**src/rtl/ttt_phase_scheduler_if.sv**
```systemverilog
// Handshake and status bundle for the tick/tock phase scheduler.
// master = environment side, slave = scheduler side.
interface ttt_phase_scheduler_if #(
  parameter int ADDR_W = 3
) ();
  logic              ena;
  logic              start;
  logic              ext_valid;
  logic              ext_ready;
  logic [ADDR_W-1:0] ext_addr;
  logic              fb_valid;
  logic              fb_ready;
  logic [ADDR_W-1:0] fb_addr;
  logic              tok_valid;
  logic [ADDR_W-1:0] tok_addr;
  logic              upd_valid;
  logic [ADDR_W-1:0] upd_addr;
  logic [1:0]        phase;
  logic              busy;
  logic              done;

  modport master (
    output ena, start,
    output ext_valid, ext_addr,
    output fb_valid, fb_addr,
    input  ext_ready, fb_ready,
    input  tok_valid, tok_addr,
    input  upd_valid, upd_addr,
    input  phase, busy, done
  );

  modport slave (
    input  ena, start,
    input  ext_valid, ext_addr,
    input  fb_valid, fb_addr,
    output ext_ready, fb_ready,
    output tok_valid, tok_addr,
    output upd_valid, upd_addr,
    output phase, busy, done
  );
endinterface

```
**src/rtl/ttt_phase_scheduler.sv**
```systemverilog
// Tick/tock phase scheduler: TICK accepts tokens from two sources
// with round-robin arbitration, TOCK sweeps an update over every processor.
module ttt_phase_scheduler #(
  parameter int NUM_PROCESSORS = 8,
  parameter int TICK_MAX       = 16,
  localparam int ADDR_W = $clog2(NUM_PROCESSORS)
) (
  input logic clk,
  input logic rst_n,
  ttt_phase_scheduler_if.slave bus
);

  localparam int CNT_W = (TICK_MAX > 1) ? $clog2(TICK_MAX) : 1;

  localparam logic [1:0] S_IDLE = 2'b00;
  localparam logic [1:0] S_TICK = 2'b01;
  localparam logic [1:0] S_TOCK = 2'b10;

  localparam logic [CNT_W-1:0] CNT_LAST =
    CNT_W'(TICK_MAX - 1);
  localparam logic [ADDR_W-1:0] IDX_LAST =
    ADDR_W'(NUM_PROCESSORS - 1);

  logic [1:0]        phase_q, phase_d;
  logic [CNT_W-1:0]  cnt_q, cnt_d;
  logic [ADDR_W-1:0] idx_q, idx_d;
  logic              last_ext_q, last_ext_d;
  logic              tok_valid_q, tok_valid_d;
  logic [ADDR_W-1:0] tok_addr_q, tok_addr_d;
  logic              upd_valid_q, upd_valid_d;
  logic [ADDR_W-1:0] upd_addr_q, upd_addr_d;
  logic              done_q, done_d;

  logic in_tick;
  logic grant_ext;
  logic grant_fb;

  // Arbitration: lone requester wins; on contention the source
  // not granted last time wins.
  always_comb begin
    in_tick   = bus.ena && (phase_q == S_TICK);
    grant_fb  = in_tick && bus.fb_valid &&
                (!bus.ext_valid || last_ext_q);
    grant_ext = in_tick && bus.ext_valid &&
                (!bus.fb_valid || !last_ext_q);
  end

  // Phase sequencing, tick counting and update sweep.
  always_comb begin
    phase_d     = phase_q;
    cnt_d       = cnt_q;
    idx_d       = idx_q;
    last_ext_d  = last_ext_q;
    tok_valid_d = 1'b0;
    tok_addr_d  = tok_addr_q;
    upd_valid_d = 1'b0;
    upd_addr_d  = upd_addr_q;
    done_d      = 1'b0;
    if (bus.ena) begin
      unique case (1'b1)
        (phase_q == S_IDLE): begin
          if (bus.start) begin
            phase_d = S_TICK;
            cnt_d   = '0;
          end
        end
        (phase_q == S_TICK): begin
          if (grant_ext || grant_fb) begin
            tok_valid_d = 1'b1;
            tok_addr_d  = grant_fb ? bus.fb_addr
                                   : bus.ext_addr;
            last_ext_d  = grant_ext;
          end
          if (cnt_q != CNT_LAST) begin
            cnt_d = cnt_q + 1'b1;
          end
          if ((!bus.ext_valid && !bus.fb_valid) ||
              (cnt_q == CNT_LAST)) begin
            phase_d = S_TOCK;
            idx_d   = '0;
          end
        end
        (phase_q == S_TOCK): begin
          upd_valid_d = 1'b1;
          upd_addr_d  = idx_q;
          idx_d       = idx_q + 1'b1;
          if (idx_q == IDX_LAST) begin
            phase_d = S_IDLE;
            done_d  = 1'b1;
          end
        end
        default: begin
          phase_d = S_IDLE;
        end
      endcase
    end
  end

  // State registers; reset abandons any cycle in flight.
  always_ff @(posedge clk or negedge rst_n) begin
    if (!rst_n) begin
      phase_q     <= S_IDLE;
      cnt_q       <= '0;
      idx_q       <= '0;
      last_ext_q  <= 1'b1;
      tok_valid_q <= 1'b0;
      tok_addr_q  <= '0;
      upd_valid_q <= 1'b0;
      upd_addr_q  <= '0;
      done_q      <= 1'b0;
    end else begin
      phase_q     <= phase_d;
      cnt_q       <= cnt_d;
      idx_q       <= idx_d;
      last_ext_q  <= last_ext_d;
      tok_valid_q <= tok_valid_d;
      tok_addr_q  <= tok_addr_d;
      upd_valid_q <= upd_valid_d;
      upd_addr_q  <= upd_addr_d;
      done_q      <= done_d;
    end
  end

  assign bus.ext_ready = grant_ext;
  assign bus.fb_ready  = grant_fb;
  assign bus.tok_valid = tok_valid_q;
  assign bus.tok_addr  = tok_addr_q;
  assign bus.upd_valid = upd_valid_q;
  assign bus.upd_addr  = upd_addr_q;
  assign bus.phase     = phase_q;
  assign bus.busy      = (phase_q != S_IDLE);
  assign bus.done      = done_q;

endmodule

```
**src/flat_wrapper.sv**
```systemverilog
// flat-port wrapper written by rule: the top's interface ports become plain ports
module ttt_phase_scheduler_flat 
#(
  parameter int NUM_PROCESSORS = 8,
  parameter int TICK_MAX       = 16,
  localparam int ADDR_W = $clog2(NUM_PROCESSORS)
)
  (clk, rst_n, bus_ena, bus_start, bus_ext_valid, bus_ext_addr, bus_fb_valid, bus_fb_addr, bus_ext_ready, bus_fb_ready, bus_tok_valid, bus_tok_addr, bus_upd_valid, bus_upd_addr, bus_phase, bus_busy, bus_done);
  ttt_phase_scheduler_if #(.ADDR_W(3)) bus_i ();
  input logic clk;
  input logic rst_n;
  input wire logic [$bits(bus_i.ena)-1:0] bus_ena;
  input wire logic [$bits(bus_i.start)-1:0] bus_start;
  input wire logic [$bits(bus_i.ext_valid)-1:0] bus_ext_valid;
  input wire logic [$bits(bus_i.ext_addr)-1:0] bus_ext_addr;
  input wire logic [$bits(bus_i.fb_valid)-1:0] bus_fb_valid;
  input wire logic [$bits(bus_i.fb_addr)-1:0] bus_fb_addr;
  output wire logic [$bits(bus_i.ext_ready)-1:0] bus_ext_ready;
  output wire logic [$bits(bus_i.fb_ready)-1:0] bus_fb_ready;
  output wire logic [$bits(bus_i.tok_valid)-1:0] bus_tok_valid;
  output wire logic [$bits(bus_i.tok_addr)-1:0] bus_tok_addr;
  output wire logic [$bits(bus_i.upd_valid)-1:0] bus_upd_valid;
  output wire logic [$bits(bus_i.upd_addr)-1:0] bus_upd_addr;
  output wire logic [$bits(bus_i.phase)-1:0] bus_phase;
  output wire logic [$bits(bus_i.busy)-1:0] bus_busy;
  output wire logic [$bits(bus_i.done)-1:0] bus_done;
  assign bus_i.ena = bus_ena;
  assign bus_i.start = bus_start;
  assign bus_i.ext_valid = bus_ext_valid;
  assign bus_i.ext_addr = bus_ext_addr;
  assign bus_i.fb_valid = bus_fb_valid;
  assign bus_i.fb_addr = bus_fb_addr;
  assign bus_ext_ready = bus_i.ext_ready;
  assign bus_fb_ready = bus_i.fb_ready;
  assign bus_tok_valid = bus_i.tok_valid;
  assign bus_tok_addr = bus_i.tok_addr;
  assign bus_upd_valid = bus_i.upd_valid;
  assign bus_upd_addr = bus_i.upd_addr;
  assign bus_phase = bus_i.phase;
  assign bus_busy = bus_i.busy;
  assign bus_done = bus_i.done;
  ttt_phase_scheduler #(.NUM_PROCESSORS(NUM_PROCESSORS), .TICK_MAX(TICK_MAX)) u_core (.clk(clk), .rst_n(rst_n), .bus(bus_i));
endmodule
```
**config.mk**
```make
export PLATFORM = sky130hd
export DESIGN_NAME = ttt_phase_scheduler_flat
export DESIGN_NICKNAME = d
export VERILOG_FILES = /design/src/rtl/ttt_phase_scheduler_if.sv /design/src/rtl/ttt_phase_scheduler.sv /design/src/flat_wrapper.sv
export SDC_FILE = /design/constraint.sdc
export NUM_CORES = 1
export LEC_CHECK = 0
export BUFFER_PORTS_ARGS = -buffer_cell sky130_fd_sc_hd__buf_2
export CAP_MARGIN = 25
export CORE_MARGIN = 4
export CORE_UTILIZATION = 42
export CTS_BUF_LIST = sky130_fd_sc_hd__clkbuf_8 sky130_fd_sc_hd__clkbuf_16
export CTS_CLUSTER_SIZE = 40
export DETAILED_ROUTE_END_ITERATION = 16
export PLACE_DENSITY = 0.66
export SYNTH_ARGS = -nofsm -noshare
export SYNTH_HDL_FRONTEND = slang
export SYNTH_SLANG_ARGS = --single-unit
```
**constraint.sdc**
```tcl
create_clock -name clk -period 1.9 [get_ports clk]
set_input_delay 0.285 -clock clk [delete_from_list [all_inputs] [get_ports clk]]
set_output_delay 0.285 -clock clk [all_outputs]
set_load 0.02 [all_outputs]
```
==> results of run 1 <==
power by group through the flow:
stage | registers, mW | clock network [mW] | logic [mW]
after global placement | 0.734 | 0 | 0.690
after global routing | 0.782 | 0.311 | 0.770
final | 0.744 | 0.278 | 0.694
after floorplan | 0.768 | 0 | 0.495
after CTS | 0.740 | 0.291 | 0.703
after detailed placement | 0.748 | 0 | 0.698
area by class of cell:
cell class | instances | area (sq um) | share of cell area
clock buffers | 3 | 41.3 | 0.0358
clock inverters | 1 | 5.00 | 0.00434
inverters | 3 | 11.3 | 0.00976
multi-input cells | 61 | 448 | 0.388
flip-flops and latches | 19 | 478 | 0.414
well taps | 28 | 35.0 | 0.0304
repair buffers | 26 | 135 | 0.117
logic make-up after synthesis:
logic type,Yosys count,share of synthesized area
buffers and inverters,7,0.0415
adders and majority gates,3,0.0389
muxes,3,0.0350
DFF,19,0.494
and+or+nand+nor,28,0.169
AOI/OAI and AO/OA,27,0.222
through the flow:
step           power, mW  hold slack, ns  utilization  area [sq um]
2_1_floorplan       1.26         -0.0106            -           965
3_3_place_gp        1.42           0.247        0.500          1100
3_5_place_dp        1.45           0.250        0.500          1100
4_1_cts             1.73           0.208        0.526          1150
5_1_grt             1.86           0.226        0.527          1150
6_report            1.72           0.216        0.527          1150
repair_timing:
| action | in CTS | in global routing |
|---|---|---|
| hold buffers | 1 | 0 |
| gates resized for setup | 0 | 1 |
| setup endpoints to repair | 0 | 1 |
| hold endpoints to repair | 18 | 0 |
cells in the final DEF, fill, tap and decap left out, types with 2 or more instances in the layout:
cell,n
clkbuf_8,3
nand3_1,2
mux2_2,3
o22ai_1,2
or2_2,3
nor2b_1,2
nand2_1,4
nor2_1,4
a21oi_1,3
a31oi_1,4
ha_1,3
nand3b_1,2
o21ai_0,3
buf_2,25
dfrtp_1,17
o32ai_1,4
inv_1,3
nor3_1,3
a2bb2oi_2,3
synth_stat cells (2+ instances only):
library cell / n / area (sq um)
nand3b_1: 2 / 15.0
nor3_1: 3 / 15.0
a31oi_1: 4 / 25.0
ha_1: 3 / 37.5
buf_2: 2 / 10.0
nand3_1: 2 / 10.0
a21oi_1: 3 / 15.0
dfrtp_1: 18 / 450
nor2_1: 4 / 15.0
a2bb2oi_2: 3 / 45.0
nor2b_1: 2 / 12.5
inv_1: 3 / 11.3
mux2_2: 3 / 33.8
o22ai_1: 2 / 12.5
or2_2: 3 / 18.8
nand2_1: 4 / 15.0
o21ai_0: 3 / 15.0
o32ai_1: 4 / 35.0
path summary, 6_finish.rpt:
| path | startpoint | end | slack, ns |
|---|---|---|---|
| min in group asynchronous | rst_n | u_core.bus.tok_addr[2]$_DFFE_PN0P_ | 0.49 |
| min | bus_fb_valid | u_core.last_ext_q$_DFFE_PN1P_ | 0.22 |
| max | u_core.bus.phase[1]$_DFFE_PN0P_ | bus_fb_ready | 0.20 |
| max in group asynchronous | rst_n | u_core.last_ext_q$_DFFE_PN1P_ | 1.08 |
| min reg2reg | u_core.bus.upd_addr[0]$_DFFE_PN0P_ | u_core.bus.upd_addr[0]$_DFFE_PN0P_ | 0.51 |
| max reg2reg | u_core.cnt_q[1]$_DFFE_PN0P_ | u_core.idx_q[2]$_DFFE_PN0P_ | 0.42 |
sequential cells by signal (all words and copies together) (netlist names):
signal and flops:
u_core.last_ext_q 1, u_core.bus.upd_addr 3, u_core.bus.tok_valid 1, u_core.bus.phase 2, u_core.bus.done 1, u_core.cnt_q 4, u_core.idx_q 3, u_core.bus.upd_valid 1
u_core.bus.tok_addr 3
routing by layer:
metal | track usage | up-vias | wire (um)
met5 | 0 | - | 0
met4 | 0.0475 | 0 | 10
met3 | 0.0510 | 2 | 120
met2 | 0.248 | 26 | 999
met1 | 0.188 | 394 | 908
li1 | - | 382 | -
==> qor.txt, run 1 <==
TNS Setup -> 0 ns
die outline area -> 3130 sq um
clk buf depth -> 2
Max Slew Vio Count -> 0
largest net degree at the start of global routing -> 20
P_sw -> 0.689 mW
Hold Path Class -> in -> reg
Top delay family on crit path -> flip-flops
ANT cells -> 0
DRT antenna net count -> 0
first-pass GRT wire length -> 3790 um
Ys Warns -> 0
Bufs and invs on worst path -> 1
Final Hold Fails -> 0
CP startpoint kind -> flop
Final WS setup -> 0.201 ns
I/O pins -> 26
Reg power frac -> 0.434
unrepaired setup endpoints after global routing -> false
status -> finished clean
hold path depth -> 2
Mapped Avg Cell Area -> 11.1 sq um
vias -> 804
placer congestion estimate -> 0.743
CP max FO -> 14
EDFF count, synth -> 0
final wirelength -> 2040 um
Mapped Nets -> 102
clock latency on the worst-skew pair -> 0.26 ns
GRT Total Usage -> 0.152
Seq cells post-synth -> 19
Max IR drop VDD -> 0.745 mV
combinational share of power -> 0.405
Post-Syn Area -> 965 sq um
crit-path max cell delay -> 0.52 ns
Initial Util -> 0.440
CP max stage cell -> dfrtp_1
layout cell share with drive strength beyond 1 -> 0.372
CP endpoint kind -> primary output
DRC -> 0
detailed-route wire length per cell -> 14.5 um
Die X -> 55.9 um
Cell Count, Final, Fillers Out -> 141
fin crit share -> 0.894
clk root buf -> clkbuf_8
vias per inst -> 5.70
sequential element share of the synthesized area -> 0.494
CTS tree -> built
type of the worst setup path -> reg -> out
Netlist cell types -> 37
CP cell instances -> nand3b_1 -> nor3_1 -> buf_2
Pleak -> 0.565 nW
Post-synth ARST share -> 1.00
Final setup viols -> 0
post-DP HPWL -> 1510 um
TritonCTS Buffers -> 3
main flop type after synthesis -> dfrtp_1
Slew headroom -> 0.716
row cnt -> 17
vias in the first global route -> 822
initial antenna violation count -> 0
clock sinks -> 19
First-pass DRT Iterations -> 4
Core Region -> 2190 sq um
placed insts -> 136
f_max -> 0.589 GHz
Worst path depth -> 3
worst clock skew -> 0.00296 ns
PortBufs -> 25
DIE HEIGHT -> 55.9 um
Tmin final -> 1.70 ns
Mapped Cells -> 87
CTS H-tree lvls -> 1
worst-case reg-to-reg path depth -> 4
nets@finish -> 129
postcts setup bufs -> 0
Sw Ratio -> 0.402
clock share of power -> 0.162
area grow syn2layout -> 19.6%
grt ovf -> 0
DRT iter0 DRCs -> 23
internal power -> 1.03 mW
# fillers -> 202
max-cap violation count -> 0
CP required -> 1.62 ns
Slew @ Worst Pin -> 0.426 ns
clk slew on worst S/H paths -> 0.07 ns
Worst EP arrival -> 1.41 ns
pwr dens -> 1490 nW/um^2
Place WS -> 0.401 ns
(Power assumes the default switching activity.)
==> run 2: changes to the inputs <==
Settings changed: CELL_PAD_IN_SITES_DETAIL_PLACEMENT set to 1, CELL_PAD_IN_SITES_GLOBAL_PLACEMENT set to 2, CORE_UTILIZATION 42 to 31, PLACE_DENSITY 0.66 to unset, PLACE_DENSITY_LB_ADDON set to 0.1.
==> run 2 against run 1 <==
  * Via count down 5.2%
  * Register-to-register slack improved by 0.02 ns
  * Sequential cell count unchanged
  * Final cell count grew 2.1%
  * Sequential power is essentially flat
  * Non-clock buffer count stayed put
  * Power grew 0.11%
  * First-iteration DRC count decreased by 22%
  * Critical path depth unchanged
  * Largest power group unchanged
  * Hold slack better by 0.0064 ns
==> qor.txt, run 2 (synthesized netlist as in run 1, its figures left out) <==
grt ovf -> 0 (unchanged)
clock sinks -> 19 (unchanged)
initial antenna violation count -> 0 (unchanged)
Final setup viols -> 0 (unchanged)
clk buf depth -> 2 (unchanged)
vias per inst -> 5.29 (-7.2%)
Core Region -> 2850 sq um (+30%)
clock share of power -> 0.159 (-0.003)
CP endpoint kind -> primary output
max-cap violation count -> 0 (unchanged)
layout cell share with drive strength beyond 1 -> 0.363 (-0.00885)
CP required -> 1.62 ns (about the same)
f_max -> 0.585 GHz (-0.69%)
Final Power -> 1.72 mW (+0.11%)
clk slew on worst S/H paths -> 0.07 ns (about the same)
Metal-1 WL -> 1040 um (+15%)
Worst EP arrival -> 1.43 ns (+0.02 ns)
placed insts -> 139 (+2.2%)
type of the worst setup path -> reg -> out
postcts setup bufs -> 0 (unchanged)
CTS H-tree lvls -> 1 (unchanged)
Slew headroom -> 0.715 (about the same)
I/O pins -> 26 (unchanged)
Tmin final -> 1.71 ns (+0.0118 ns)
vias -> 762 (-5.2%)
GRT Total Usage -> 0.121 (-0.0308)
Cell Count, Final, Fillers Out -> 144 (+2.1%)
Slew @ Worst Pin -> 0.427 ns (+0.00107 ns)
CTS tree -> built
Reg power frac -> 0.435 (about the same)
hold path depth -> 2 (unchanged)
DRC -> 0 (unchanged)
DR WL met2 -> 1050 um (+5.4%)
P_sw -> 0.692 mW (+0.39%)
Multi-input gate area -> 448 sq um (unchanged)
first-pass GRT wire length -> 3910 um (+3.1%)
vias in the first global route -> 833 (+1.3%)
dpl cell area -> 1100 sq um (+0.34%)
Sw Ratio -> 0.403 (+0.00110)
Biggest register -> u_core.cnt_q
Die X -> 63.8 um (+14%)
final instance area -> 1160 sq um (+0.22%)
Max Slew Vio Count -> 0 (unchanged)
fin crit share -> 0.900 (+0.00620)
Top Layer Used -> met4
die outline area -> 4070 sq um (+30%)
post-DP HPWL -> 1680 um (+11%)
worst-case reg-to-reg path depth -> 4 (unchanged)
final wirelength -> 2200 um (+7.7%)
internal power -> 1.03 mW (about the same)
PortBufs -> 25 (unchanged)
WL met3 -> 81 um (-33%)
DRT iter0 DRCs -> 18 (-22%)
hold slack -> 0.222 ns (+0.00636 ns)
CP startpoint kind -> flop
clk root buf -> clkbuf_8
DIE HEIGHT -> 63.8 um (+14%)
Final Hold Fails -> 0 (unchanged)
nets@finish -> 129 (unchanged)
pwr dens -> 1490 nW/um^2 (-0.10%)
max FFs per register -> 4 (unchanged)
# fillers -> 324 (+60%)
Hold Path Class -> in -> reg
CP max FO -> 14 (unchanged)
Final WS setup -> 0.190 ns (-0.0118 ns)
Max IR drop VDD -> 0.656 mV (-12%)
TritonCTS Buffers -> 3 (unchanged)
Pleak -> 0.567 nW (+0.25%)
final cell utilization of the core -> 0.405 (-0.121)
Initial Util -> 0.338 (-0.102)
commonest cells after routing, fill and taps aside -> buf_2 (25), dfrtp_1 (17)
unrepaired setup endpoints after global routing -> false
ANT cells -> 0 (unchanged)
placer congestion estimate -> 0.749 (+0.74%)
worst clock skew -> 0.00374 ns (+0.000787 ns)
sequential cell area -> 478 sq um (unchanged)
row cnt -> 19 (+2)
combinational share of power -> 0.406 (about the same)
TNS Setup -> 0 ns (unchanged)
First-pass DRT Iterations -> 4 (unchanged)
commonest non-fill, non-tap cell in the layout -> buf_2
Place WS -> 0.358 ns (-0.0434 ns)
DRT antenna net count -> 0 (unchanged)
clock latency on the worst-skew pair -> 0.25 ns (about the same)
largest net degree at the start of global routing -> 20 (unchanged)
status -> finished clean
detailed-route wire length per cell -> 15.3 um (+5.5%)
area grow syn2layout -> 19.8%
-- run 2: cell types whose count changed in the layout (fill, tap and decap cells not counted) --
cell | before | now
inv_1 | 3 | 4
clkinv_2 | 1 | 0
-- run 2: worst paths after layout --
kind	slack [ns]	to	startpoint
worst max-delay path	0.19	bus_fb_ready	u_core.bus.phase[1]$_DFFE_PN0P_
worst min-delay path	0.22	u_core.last_ext_q$_DFFE_PN1P_	bus_fb_valid
worst max register to register	0.44	u_core.idx_q[1]$_DFFE_PN0P_	u_core.cnt_q[1]$_DFFE_PN0P_
worst min register to register	0.51	u_core.bus.upd_addr[1]$_DFFE_PN0P_	u_core.bus.upd_addr[1]$_DFFE_PN0P_
max in group asynchronous	1.06	u_core.last_ext_q$_DFFE_PN1P_	rst_n
min in group asynchronous	0.50	u_core.bus.tok_addr[0]$_DFFE_PN0P_	rst_n
-- run 2: area by class of cell --
| type | instances | share of cell area |
|---|---|---|
| inverters | 3 | 0.00974 |
| repair buffers | 26 | 0.117 |
| clock buffers | 3 | 0.0357 |
| clock inverters | 1 | 0.00325 |
| multi-input cells | 61 | 0.387 |
| well taps | 31 | 0.0335 |
| flip-flops and latches | 19 | 0.413 |
-- run 2: per-layer routing --
metal,track usage,vias to the layer above
li1,-,377
met1,0.150,368
met2,0.203,15
met3,0.0368,2
met4,0.0323,0
met5,0,-
-- run 2: power by group through the flow --
stage / Combinational [mW] / Clock (mW) / Sequential, mW
after detailed placement: 0.709 / 0 / 0.753
after global routing: 0.780 / 0.307 / 0.781
after floorplan: 0.495 / 0 / 0.768
after global placement: 0.701 / 0 / 0.742
final: 0.697 / 0.274 / 0.747
after CTS: 0.713 / 0.287 / 0.745
-- run 2: critical path, cell delays in order (launching register included) --
cell and delay (ns):
dfrtp_1 0.52, nand3b_1 0.28, nor3_1 0.19, buf_2 0.19
-- run 2: what timing repair did --
| item | CTS | global route |
|---|---|---|
| endpoints found under the hold margin | 18 | 0 |
| endpoints found under the setup margin | 0 | 1 |
| hold buffers | 1 | 0 |
| resized for setup | 0 | 1 |
==> run 3: changes to the inputs <==
Settings changed: CORE_ASPECT_RATIO set to 1.1.
==> run 3 against run 2 <==
  * Cell area rose by 1.5%
  * Clock skew fell by 0.0028 ns
  * Sequential share of layout area fell by 0.62 points
  * Critical endpoint unchanged
  * Global-route usage rose by 1.5 points
  * Setup slack improved by 0.067 ns
  * Sequential cell count did not move
  * Core utilization rose by 0.26 points
==> qor.txt, run 3 (synthesized netlist as in run 1, its figures left out) <==
status -> finished clean
placer congestion estimate -> 0.755 (+0.76%)
worst-case reg-to-reg path depth -> 4 (unchanged)
grt ovf -> 0 (unchanged)
commonest non-fill, non-tap cell in the layout -> buf_2
die outline area -> 4070 sq um (about the same)
vias in the first global route -> 850 (+2.0%)
vias -> 792 (+3.9%)
PortBufs -> 25 (unchanged)
final wirelength -> 2340 um (+6.4%)
commonest cells after routing, fill and taps aside -> buf_2 (25), dfrtp_1 (17)
fin crit share -> 0.865 (-0.0352)
CP cell instances -> nand3b_1 -> nor3_1 -> buf_2
I/O pins -> 26 (unchanged)
Max Slew Vio Count -> 0 (unchanged)
TNS Setup -> 0 ns (unchanged)
detailed-route wire length per cell -> 15.8 um (+3.5%)
clk buf depth -> 2 (unchanged)
Pleak -> 0.576 nW (+1.6%)
CP required -> 1.62 ns (about the same)
TritonCTS Buffers -> 3 (unchanged)
f_max -> 0.608 GHz (+4.1%)
CP endpoint kind -> primary output
Tmin final -> 1.64 ns (-0.0670 ns)
clock latency on the worst-skew pair -> 0.26 ns (about the same)
initial antenna violation count -> 0 (unchanged)
Core Region -> 2880 sq um (+0.88%)
CP startpoint kind -> flop
layout cell share with drive strength beyond 1 -> 0.374 (+0.0111)
clk slew on worst S/H paths -> 0.07 ns (about the same)
final instance area -> 1170 sq um (+1.5%)
Max IR drop VDD -> 0.550 mV (-16%)
DRT antenna net count -> 0 (unchanged)
clk root buf -> clkbuf_8
worst clock skew -> 0.000936 ns (-0.00281 ns)
CP max stage cell -> dfrtp_2
DRT iter0 DRCs -> 3 (-15)
Multi-input gate area -> 448 sq um (unchanged)
row cnt -> 20 (+1)
pwr dens -> 1480 nW/um^2 (-0.31%)
ANT cells -> 0 (unchanged)
sequential cell area -> 478 sq um (unchanged)
crit-path max cell delay -> 0.54 ns (+0.02 ns)
Final Hold Fails -> 0 (unchanged)
Die X -> 61.2 um (-4.1%)
CTS H-tree lvls -> 1 (unchanged)
largest net degree at the start of global routing -> 20 (unchanged)
GRT Total Usage -> 0.136 (+0.0148)
Hold Path Class -> in -> reg
Initial Util -> 0.335 (-0.00294)
First-pass DRT Iterations -> 4 (unchanged)
vias per inst -> 5.35 (+1.1%)
# fillers -> 327 (+0.93%)
max-cap violation count -> 0 (unchanged)
Worst EP arrival -> 1.36 ns (-0.07 ns)
max FFs per register -> 4 (unchanged)
CP max FO -> 19 (+5)
hold path depth -> 2 (unchanged)
nets@finish -> 131 (+1.6%)
DIE HEIGHT -> 66.5 um (+4.3%)
area grow syn2layout -> 21.7%
Biggest register -> u_core.cnt_q
Slew headroom -> 0.698 (-0.0169)
type of the worst setup path -> reg -> out
post-DP HPWL -> 1750 um (+4.2%)
CTS tree -> built
clock sinks -> 19 (unchanged)
postcts setup bufs -> 0 (unchanged)
Worst R2R Setup Slack -> 0.50 ns (+0.06 ns)
Cell Count, Final, Fillers Out -> 148 (+2.8%)
first-pass GRT wire length -> 3970 um (+1.6%)
Final setup viols -> 0 (unchanged)
dpl cell area -> 1120 sq um (+1.6%)
placed insts -> 143 (+2.9%)
unrepaired setup endpoints after global routing -> false
DRC -> 0 (unchanged)
Slew @ Worst Pin -> 0.453 ns (+0.0254 ns)
run 3: cell types whose count changed in the layout (fill, tap and decap cells not counted), sizes merged:
| cell | delta |
|---|---|
| buf | +2 |
run 3: path summary, 6_finish.rpt:
check,startpoint,end
worst max-delay path,u_core.bus.phase[0]$_DFFE_PN0P_,bus_fb_ready
worst min register to register,u_core.bus.upd_addr[1]$_DFFE_PN0P_,u_core.bus.upd_addr[1]$_DFFE_PN0P_
worst max register to register,u_core.idx_q[0]$_DFFE_PN0P_,u_core.idx_q[2]$_DFFE_PN0P_
min in group asynchronous,rst_n,u_core.bus.tok_addr[1]$_DFFE_PN0P_
max in group asynchronous,rst_n,u_core.last_ext_q$_DFFE_PN1P_
worst min-delay path,bus_fb_valid,u_core.last_ext_q$_DFFE_PN1P_
run 3: area by class of cell:
class / instances / share of cell area
Clock buffer: 3 / 0.0352
Timing Repair Buffer: 28 / 0.128
Sequential cell: 19 / 0.407
Clock inverter: 1 / 0.00320
Tap cell: 33 / 0.0352
Inverter: 3 / 0.00959
Multi-Input combinational cell: 61 / 0.382
run 3: power by group:
| group | total, mW | internal, mW | switching [mW] |
|---|---|---|---|
| clock | 0.283 | 0.144 | 0.139 |
| combinational | 0.730 | 0.331 | 0.399 |
| sequential | 0.725 | 0.563 | 0.162 |
run 3: through the flow:
stage                     hold WS [ns]  utilization  power (mW)  setup slack (ns)
after floorplan                -0.0106            -        1.26             0.378
after global placement           0.253        0.388        1.46             0.387
after detailed placement         0.265        0.388        1.48             0.355
after CTS                        0.206        0.407        1.77            0.0507
after global routing             0.220        0.408        1.90            0.0934
final                            0.215        0.408        1.74             0.257
run 3: layer usage:
metal	GRT usage	share of wire	up-vias
li1	-	-	382
met1	0.162	0.43	387
met5	0	0	-
met4	0.0732	0.023	0
met2	0.214	0.49	18
met3	0.0388	0.056	5
run 3: worst max-delay path: cells and delay by family (launching register included):
| family | cells | cell delay [ns] |
|---|---|---|
| simple gates | 2 | 0.37 |
| flops | 1 | 0.54 |
| buf+inv | 1 | 0.19 |
run 3: repair_timing:
action / CTS / global route
endpoints found under the hold margin: 18 / 0
setup endpoints to repair: 0 / 1
gates resized for setup: 0 / 1
hold buffers: 1 / 0
